`src/rtl/pipe_ctrl_pkg.sv`:
```
// ============================================================================
// Module  : pipe_ctrl_pkg
// Purpose : Shared state encoding and stage write-enable patterns for the
//           pipeline stall controller.
// Rev     : 1.0  initial release
// ============================================================================
`default_nettype none

package pipe_ctrl_pkg;

  typedef enum logic [2:0] {
    ST_IDLE       = 3'd0,
    ST_LOAD_STALL = 3'd1,
    ST_MISS_I     = 3'd2,
    ST_MISS_D     = 3'd3,
    ST_MISS_BOTH  = 3'd4,
    ST_DMA_GRANT  = 3'd5,
    ST_HALT       = 3'd6
  } state_t;

  // Bit positions inside stage_we = {PC, ID, EX, M, WB}
  localparam int WE_PC = 4;
  localparam int WE_ID = 3;
  localparam int WE_EX = 2;
  localparam int WE_M  = 1;
  localparam int WE_WB = 0;

  localparam logic [4:0] WE_NONE  = 5'b00000;
  localparam logic [4:0] WE_MEMWB = (5'b1 << WE_M) | (5'b1 << WE_WB);
  localparam logic [4:0] WE_DRAIN = WE_MEMWB | (5'b1 << WE_EX);
  localparam logic [4:0] WE_ALL   = WE_DRAIN | (5'b1 << WE_ID) | (5'b1 << WE_PC);

endpackage

`default_nettype wire

```
`src/rtl/pipe_stall_ctrl_fwd_select.sv`:
```
// ============================================================================
// Module  : fwd_select
// Purpose : Priority match of one ID source register against the destination
//           registers of the forwarding stages; the youngest stage wins.
// Rev     : 1.0  initial release
// ============================================================================
`default_nettype none

module fwd_select #(
  parameter int REG_AW  = 2,
  parameter int NUM_FWD = 3,
  parameter int SEL_W   = $clog2(NUM_FWD + 1)
) (
  input  logic                      i_use,
  input  logic [REG_AW-1:0]         i_src,
  input  logic [NUM_FWD*REG_AW-1:0] i_dest,
  input  logic [NUM_FWD-1:0]        i_regwrite,
  output logic [SEL_W-1:0]          o_sel
);

  // Scan oldest to youngest so the lowest matching stage overwrites last
  always_comb begin
    o_sel = '0;
    for (int k = NUM_FWD; k >= 1; k--) begin
      if (i_use && i_regwrite[k-1] && (i_dest[(k-1)*REG_AW +: REG_AW] == i_src)) begin
        o_sel = SEL_W'(k);
      end
    end
  end

endmodule

`default_nettype wire

```
`src/rtl/pipe_stall_ctrl.sv`:
```
// ============================================================================
// Module  : pipe_stall_ctrl
// Purpose : Pipeline stall/forward controller: operand forwarding, load-use
//           bubble, I/D cache miss freeze, DMA bus grant and halt drain.
//           Macro PIPE_STALL_CTRL_DMA_EN enables the DMA bus-grant path.
// Rev     : 1.0  initial release
// ============================================================================
`default_nettype none

module pipe_stall_ctrl
  import pipe_ctrl_pkg::*;
#(
  parameter int REG_AW  = 2,
  parameter int NUM_FWD = 3,
  parameter int DMA_LEN = 12
) (
  input  logic                           clk,
  input  logic                           reset_n,
  input  logic [REG_AW-1:0]              rs_id,
  input  logic [REG_AW-1:0]              rt_id,
  input  logic                           use_rs,
  input  logic                           use_rt,
  input  logic [NUM_FWD*REG_AW-1:0]      dest,
  input  logic [NUM_FWD-1:0]             regwrite,
  input  logic                           load_ex,
  input  logic                           halt_id,
  input  logic                           i_miss,
  input  logic                           d_miss,
  input  logic                           i_ready,
  input  logic                           d_ready,
  input  logic                           br,
  output logic                           bg,
  output logic [4:0]                     stage_we,
  output logic                           flush_ex,
  output logic [$clog2(NUM_FWD+1)-1:0]   fwd_a,
  output logic [$clog2(NUM_FWD+1)-1:0]   fwd_b,
  output logic                           both_access,
  output logic                           halted,
  output logic [2:0]                     state
);

  localparam int SEL_W = $clog2(NUM_FWD + 1);

  state_t       r_state;
  state_t       w_next;
  state_t       w_view;
  logic [7:0]   r_cnt;
  logic         r_i_done;
  logic         r_d_done;
  logic         r_halted;
  logic         w_hazard;
  logic         w_br;
  logic         w_both_done;
  logic [4:0]   w_we;
  logic         w_flush;
  logic         w_both;

  fwd_select #(.REG_AW(REG_AW), .NUM_FWD(NUM_FWD), .SEL_W(SEL_W)) u_fwd_a (
    .i_use      (use_rs),
    .i_src      (rs_id),
    .i_dest     (dest),
    .i_regwrite (regwrite),
    .o_sel      (fwd_a)
  );

  fwd_select #(.REG_AW(REG_AW), .NUM_FWD(NUM_FWD), .SEL_W(SEL_W)) u_fwd_b (
    .i_use      (use_rt),
    .i_src      (rt_id),
    .i_dest     (dest),
    .i_regwrite (regwrite),
    .o_sel      (fwd_b)
  );

  assign w_hazard    = load_ex && ((fwd_a == SEL_W'(1)) || (fwd_b == SEL_W'(1)));
  assign w_both_done = (r_i_done || i_ready) && (r_d_done || d_ready);

`ifdef PIPE_STALL_CTRL_DMA_EN
  logic r_bg;

  assign w_br = br;

  always_ff @(posedge clk or negedge reset_n) begin
    if (!reset_n) begin
      r_bg <= 1'b0;
    end else begin
      r_bg <= (w_next == ST_DMA_GRANT);
    end
  end

  assign bg = r_bg;
`else
  logic w_unused_br;

  assign w_unused_br = br;
  assign w_br        = 1'b0;
  assign bg          = 1'b0;
`endif

  // Only IDLE consults br, so a request raised during a miss waits there
  always_comb begin
    w_next = r_state;
    case (r_state)
      ST_IDLE: begin
        if (d_miss)        w_next = ST_MISS_D;
        else if (w_hazard) w_next = ST_LOAD_STALL;
        else if (i_miss)   w_next = ST_MISS_I;
        else if (w_br)     w_next = ST_DMA_GRANT;
        else if (halt_id)  w_next = ST_HALT;
      end
      ST_LOAD_STALL: w_next = d_miss ? ST_MISS_D : ST_IDLE;
      ST_MISS_I: begin
        if (d_miss)       w_next = i_ready ? ST_MISS_D : ST_MISS_BOTH;
        else if (i_ready) w_next = ST_IDLE;
      end
      ST_MISS_D: begin
        if (i_miss)       w_next = d_ready ? ST_MISS_I : ST_MISS_BOTH;
        else if (d_ready) w_next = ST_IDLE;
      end
      ST_MISS_BOTH: begin
        if (w_both_done) w_next = ST_IDLE;
      end
      ST_DMA_GRANT: begin
        if (!w_br || (r_cnt == 8'(DMA_LEN - 1))) begin
          if (d_miss)      w_next = ST_MISS_D;
          else if (i_miss) w_next = ST_MISS_I;
          else             w_next = ST_IDLE;
        end
      end
      ST_HALT: w_next = ST_HALT;
      default: w_next = ST_IDLE;
    endcase
  end

  // IDLE shows the entered state's enables at once; the registered
  // LOAD_STALL cycle only tracks the load into MEM, the bubble is already in.
  always_comb begin
    w_view  = (r_state == ST_IDLE) ? w_next : r_state;
    w_we    = WE_ALL;
    w_flush = 1'b0;
    w_both  = 1'b0;
    case (w_view)
      ST_LOAD_STALL: begin
        if (r_state == ST_IDLE) begin
          w_we    = WE_MEMWB;
          w_flush = 1'b1;
        end else if (d_miss) begin
          w_we = WE_NONE;
        end
      end
      ST_MISS_I: begin
        w_we    = WE_DRAIN;
        w_flush = 1'b1;
      end
      ST_MISS_D:    w_we = WE_NONE;
      ST_MISS_BOTH: begin
        w_we   = WE_NONE;
        w_both = 1'b1;
      end
      ST_DMA_GRANT: begin
        if (i_miss || d_miss) w_we = WE_NONE;
      end
      ST_HALT: w_we = WE_DRAIN;
      default: ;
    endcase
    if (!reset_n) begin
      w_we    = WE_ALL;
      w_flush = 1'b0;
      w_both  = 1'b0;
    end
  end

  always_ff @(posedge clk or negedge reset_n) begin
    if (!reset_n) begin
      r_state  <= ST_IDLE;
      r_cnt    <= 8'd0;
      r_i_done <= 1'b0;
      r_d_done <= 1'b0;
      r_halted <= 1'b0;
    end else begin
      r_state <= w_next;

      if ((w_next == r_state) && ((r_state == ST_DMA_GRANT) || (r_state == ST_HALT))) begin
        r_cnt <= (r_cnt == 8'hFF) ? r_cnt : r_cnt + 8'd1;
      end else begin
        r_cnt <= 8'd0;
      end

      if ((r_state == ST_MISS_BOTH) && (w_next == ST_MISS_BOTH)) begin
        r_i_done <= r_i_done | i_ready;
        r_d_done <= r_d_done | d_ready;
      end else begin
        r_i_done <= 1'b0;
        r_d_done <= 1'b0;
      end

      if ((r_state == ST_HALT) && (r_cnt >= 8'(NUM_FWD))) begin
        r_halted <= 1'b1;
      end
    end
  end

  assign stage_we    = w_we;
  assign flush_ex    = w_flush;
  assign both_access = w_both;
  assign halted      = r_halted;
  assign state       = r_state;

endmodule

`default_nettype wire

```
`config.mk`:
```
export PLATFORM = sky130hd
export DESIGN_NAME = pipe_stall_ctrl
export DESIGN_NICKNAME = d
export VERILOG_FILES = /design/src/rtl/pipe_ctrl_pkg.sv /design/src/rtl/pipe_stall_ctrl_fwd_select.sv /design/src/rtl/pipe_stall_ctrl.sv
export SDC_FILE = /design/constraint.sdc
export NUM_CORES = 1
export LEC_CHECK = 0
export BUFFER_PORTS_ARGS = -buffer_cell sky130_fd_sc_hd__clkbuf_2
export CAP_MARGIN = 20
export CORE_UTILIZATION = 51
export CTS_BUF_LIST = sky130_fd_sc_hd__clkbuf_16
export DETAILED_ROUTE_END_ITERATION = 10
export GPL_ROUTABILITY_DRIVEN = 0
export GPL_TIMING_DRIVEN = 0
export MAX_ROUTING_LAYER = met4
export PLACE_DENSITY = 0.84
export SLEW_MARGIN = 20
export SYNTH_ARGS = -nofsm -noshare
export SYNTH_HDL_FRONTEND = slang
export SYNTH_HIERARCHICAL = 1
export SYNTH_SLANG_ARGS = --single-unit
```
`constraint.sdc`:
```
create_clock -name clk -period 2.1 [get_ports clk]
set_input_delay 0.21 -clock clk [delete_from_list [all_inputs] [get_ports clk]]
set_output_delay 0.21 -clock clk [all_outputs]
set_load 0.05 [all_outputs]
```
==> impl_summary.txt <==
----------------------------------------------------
[Timing]
  Maximum operating frequency ... 0.389 GHz
  Final number of setup-violating endpoints ... 7
  Number of failing hold endpoints at the final stage ... 0
  Unrepaired setup endpoints after global routing ... yes
  Post-layout minimum cycle time ... 2570 ps
  Worst clock skew on the final layout ... 2.90 ps
  Actual transition at the worst max-transition pin ... 662 ps
  Relative max-transition margin ... 0.557
  Number of max-slew violations in the final report ... 0
  Portion of the clock cycle consumed by the worst path in the final layout ... 1.22
  Post-layout worst setup margin ... -469 ps

[Setup path]
  Delay-heaviest family, CP ... simple AND/OR/NAND/NOR gates
  Crit Path Class ... in2out
  Critical Path Fanout Max ... 7
  Largest stage delay, worst path ... 260 ps
  Critical path cell sequence ... buf_8 > buf_6 > xnor2_2 > nand4_1 > a21boi_4 > nor2b_4 > o21ai_4 > buf_4 > buf_6 > a211oi_2 > nor2_1 > nor3_4 > buf_8
  Data required, critical path ... 1890 ps
  R2R Setup Slk ... 470 ps
  Worst Setup End Kind ... output port
  Critical path data arrival time ... 2360 ps
  Launch point of the critical path ... rs_id[0]
  Buffers & Inverters on Critical Path ... 5
  Source of the worst register-to-register timing path ... r_cnt[0]$_DFFE_PN0P_
  Critical path's slowest cell ... nand4_1
  Critical Path Start Type ... primary input

[Synth]
  Proportion of synthesized flip-flops having asynchronous set or reset ... 1.00
  Synthesized flop and latch total ... 14
  Warning count from the yosys run ... 6
  Post-Syn Instances ... 153
  Portion of synthesized cell area occupied by the leading cell type ... 0.278
  Yosys top cell by area ... dfrtp_1
  Dominant synthesized flop cell ... dfrtp_1
  Leading cell types by total area after synthesis ... dfrtp_1, xnor2_1, nor2_1, nand4_1, o21ai_0
  Syn Nets ... 178
  Average cell area after synthesis ... 8.25 sq um
  Synth Cell Area ... 1260 sq um
  Yosys cell types ... 47
  Number of enable flip-flop cells after synthesis ... 0
  Register area share after synthesis ... 0.278

[Power]
  Share of power burned in registers ... 0.163
  Total power ... 2.04 mW
  Combinational cell fraction of total power ... 0.653
  Switching power ... 1.01 mW
  Share of power burned in the clock network ... 0.184
  Fraction of power spent switching nets ... 0.495
  Total power density per cell area ... between 1000 and 1500 nW/um^2
  Maximum vdd ir drop ... between 1000 and 1500 uV
  Cell internal power dissipation ... 1.03 mW
  Leakage power total ... just under 0.9 nW

[Final layout]
  Most common cell after layout, fill and taps aside ... clkbuf_2
  Multi-input logic area ... 1000 sq um
  Most frequent cells in the layout ... clkbuf_2, nor2_1, buf_4, dfrtp_1
  Synth-to-layout area growth ... 55.6%
  Count of inserted antenna diode cells ... 0
  Post-Route Utilization ... 0.863
  Number of fill cells ... 93
  Fraction of final layout cells sized beyond drive strength 1 ... 0.475
  Layout Nets ... 230
  Count of non-filler cells in the finished layout ... 232
  Final non-filler cell area ... 1960 sq um
  Sequential cell area ... ~350 sq um

[Floorplanning]
  Area inside the core boundary ... roughly 2300 sq um
  Initial Util ... 0.555
  X dimension of the die ... roughly 52 um
  Full die area ... about 2700 sq um
  Vertical die dimension ... 51.8 um
  Top-level port count ... 40
  Site Rows ... 17

[Global route]
  Congestion Overflow GR ... 0
  Gr usage total ... 0.294
  Pin count of the biggest net entering global routing ... 15
  Wire length of the first global-routing pass ... about 5.7 mm
  Initial antenna violation count ... 0
  Via count of the first global-routing pass ... 1286

[Detailed routing]
  Mean number of vias per cell ... 7.01
  Wire length after detailed routing ... 5.32 mm
  Number of DRC violations after detailed routing ... 0
  Detail-routed net length per standard cell ... 22.9 um
  First-iteration detailed-routing DRC count ... 97
  TritonRoute pass-1 iters ... 5
  Via Count ... between 1.5k and 2k
  Count of nets left with antenna violations after detail routing ... 0

[CTS]
  CTS root buf ... clkbuf_16
  Clk pin slew, worst setup/hold paths ... 50 ps
  Sinks on the clock net ... 14
  TritonCTS clock tree ... done
  Number of buffers inserted during clock tree synthesis ... 3
  Clock Latency Late Sink ... 250 ps
  Deepest level of the CTS H-tree ... 1
  Buffer levels on the longest clock path ... 2

[Min path]
  Hold path startpoint ... d_ready
  Classification of the worst-slack hold path ... in2reg

[Placement]
  I/O Buffers ... 35
  DPL Wire Length ... 2.34 mm
  Placed inst area ... between 1500 and 2000 sq um
  DP Cell Count ... 216
  Place WS ... -385 ps

[Run status]
  Violations in the final reports ... setup timing
  Outcome ... finished, violations left

[Flow run]
  Number of max-cap violations ... 0

----------------------------------------------------
-- through the flow --
step | hold WS, ps | TNS (ps)
after global placement | 166 | -997
after CTS | 310 | -873
after detailed placement | 168 | -1480
final | 315 | -2690
after global routing | 344 | -2810
after floorplan | -85.6 | -2180
-- state kept, by name, indices dropped and copies added, names as in the netlist --
name      cells
state         3
halted        1
r_i_done      1
r_d_done      1
r_cnt         8
-- what timing repair did --
action                                 CTS  global route
pin swaps                               10            24
endpoints found under the hold margin   14             0
gates resized for setup                 19            42
hold buffers                             1             0
buffers inserted                         5             6
setup endpoints to repair                7             7
-- routing by layer --
metal	vias to the layer above	global-route usage	routed length, um
met1	758	0.356	1890
met5	-	-	0
met2	159	0.476	2490
met4	0	0.149	408
li1	671	-	-
met3	39	0.0439	527
-- worst reg2reg max path, cell delays in order, from the launching register on --
cell and delay (ps):
dfrtp_1 420, ha_1 270, and3_1 210, buf_6 130
nand3_4 110, nand4_1 120, xor2_1 170, nor2_1 120
-- area by class of cell --
cell class / instances / area share
multi-input combinational: 123 / 0.511
tap: 28 / 0.0178
buffer: 13 / 0.0433
timing repair buffer: 47 / 0.203
sequential: 14 / 0.180
inverter: 3 / 0.00573
clock inverter: 1 / 0.00191
clock buffer: 3 / 0.0382
-- power groups by stage --
stage / Sequential [mW] / Combinational (mW) / Clock, mW
finish: 0.331 / 1.33 / 0.374
detailed placement: 0.329 / 0.977 / 0
CTS: 0.324 / 1.10 / 0.367
global route: 0.331 / 1.38 / 0.376
floorplan: 0.421 / 0.683 / 0
global placement: 0.327 / 0.958 / 0
-- worst paths after layout --
kind                                             end  cells past startpoint
worst max-delay path                        flush_ex                     13
worst min-delay path              r_d_done$_DFF_PN0_                      3
worst max register to register  r_cnt[5]$_DFFE_PN0P_                      7
worst min register to register    halted$_DFFE_PN0P_                      1
max in group asynchronous         state[1]$_DFF_PN0_                      2
min in group asynchronous       r_cnt[3]$_DFFE_PN0P_                      2
-- cell usage after synthesis (3+ instances only) --
cell / number
dfrtp_1: 14
nor2_1: 17
a211oi_1: 3
nor3_1: 5
nand2_1: 7
buf_4: 4
a21oi_1: 4
inv_1: 3
o21ai_0: 10
and3_1: 3
nand4_1: 8
nand3_1: 8
nor4_1: 4
buf_2: 8
xnor2_1: 13
-- cell families after synthesis --
group	Yosys count	synth area share
fa+ha+maj	1	0.00991
compound gates	37	0.213
simple gates	67	0.303
flops	14	0.278
buf+inv	16	0.0733
mux	2	0.0159
other cells	1	0.00297
xor+xnor	15	0.104
Note: power is estimated with default switching activity, not from simulation.
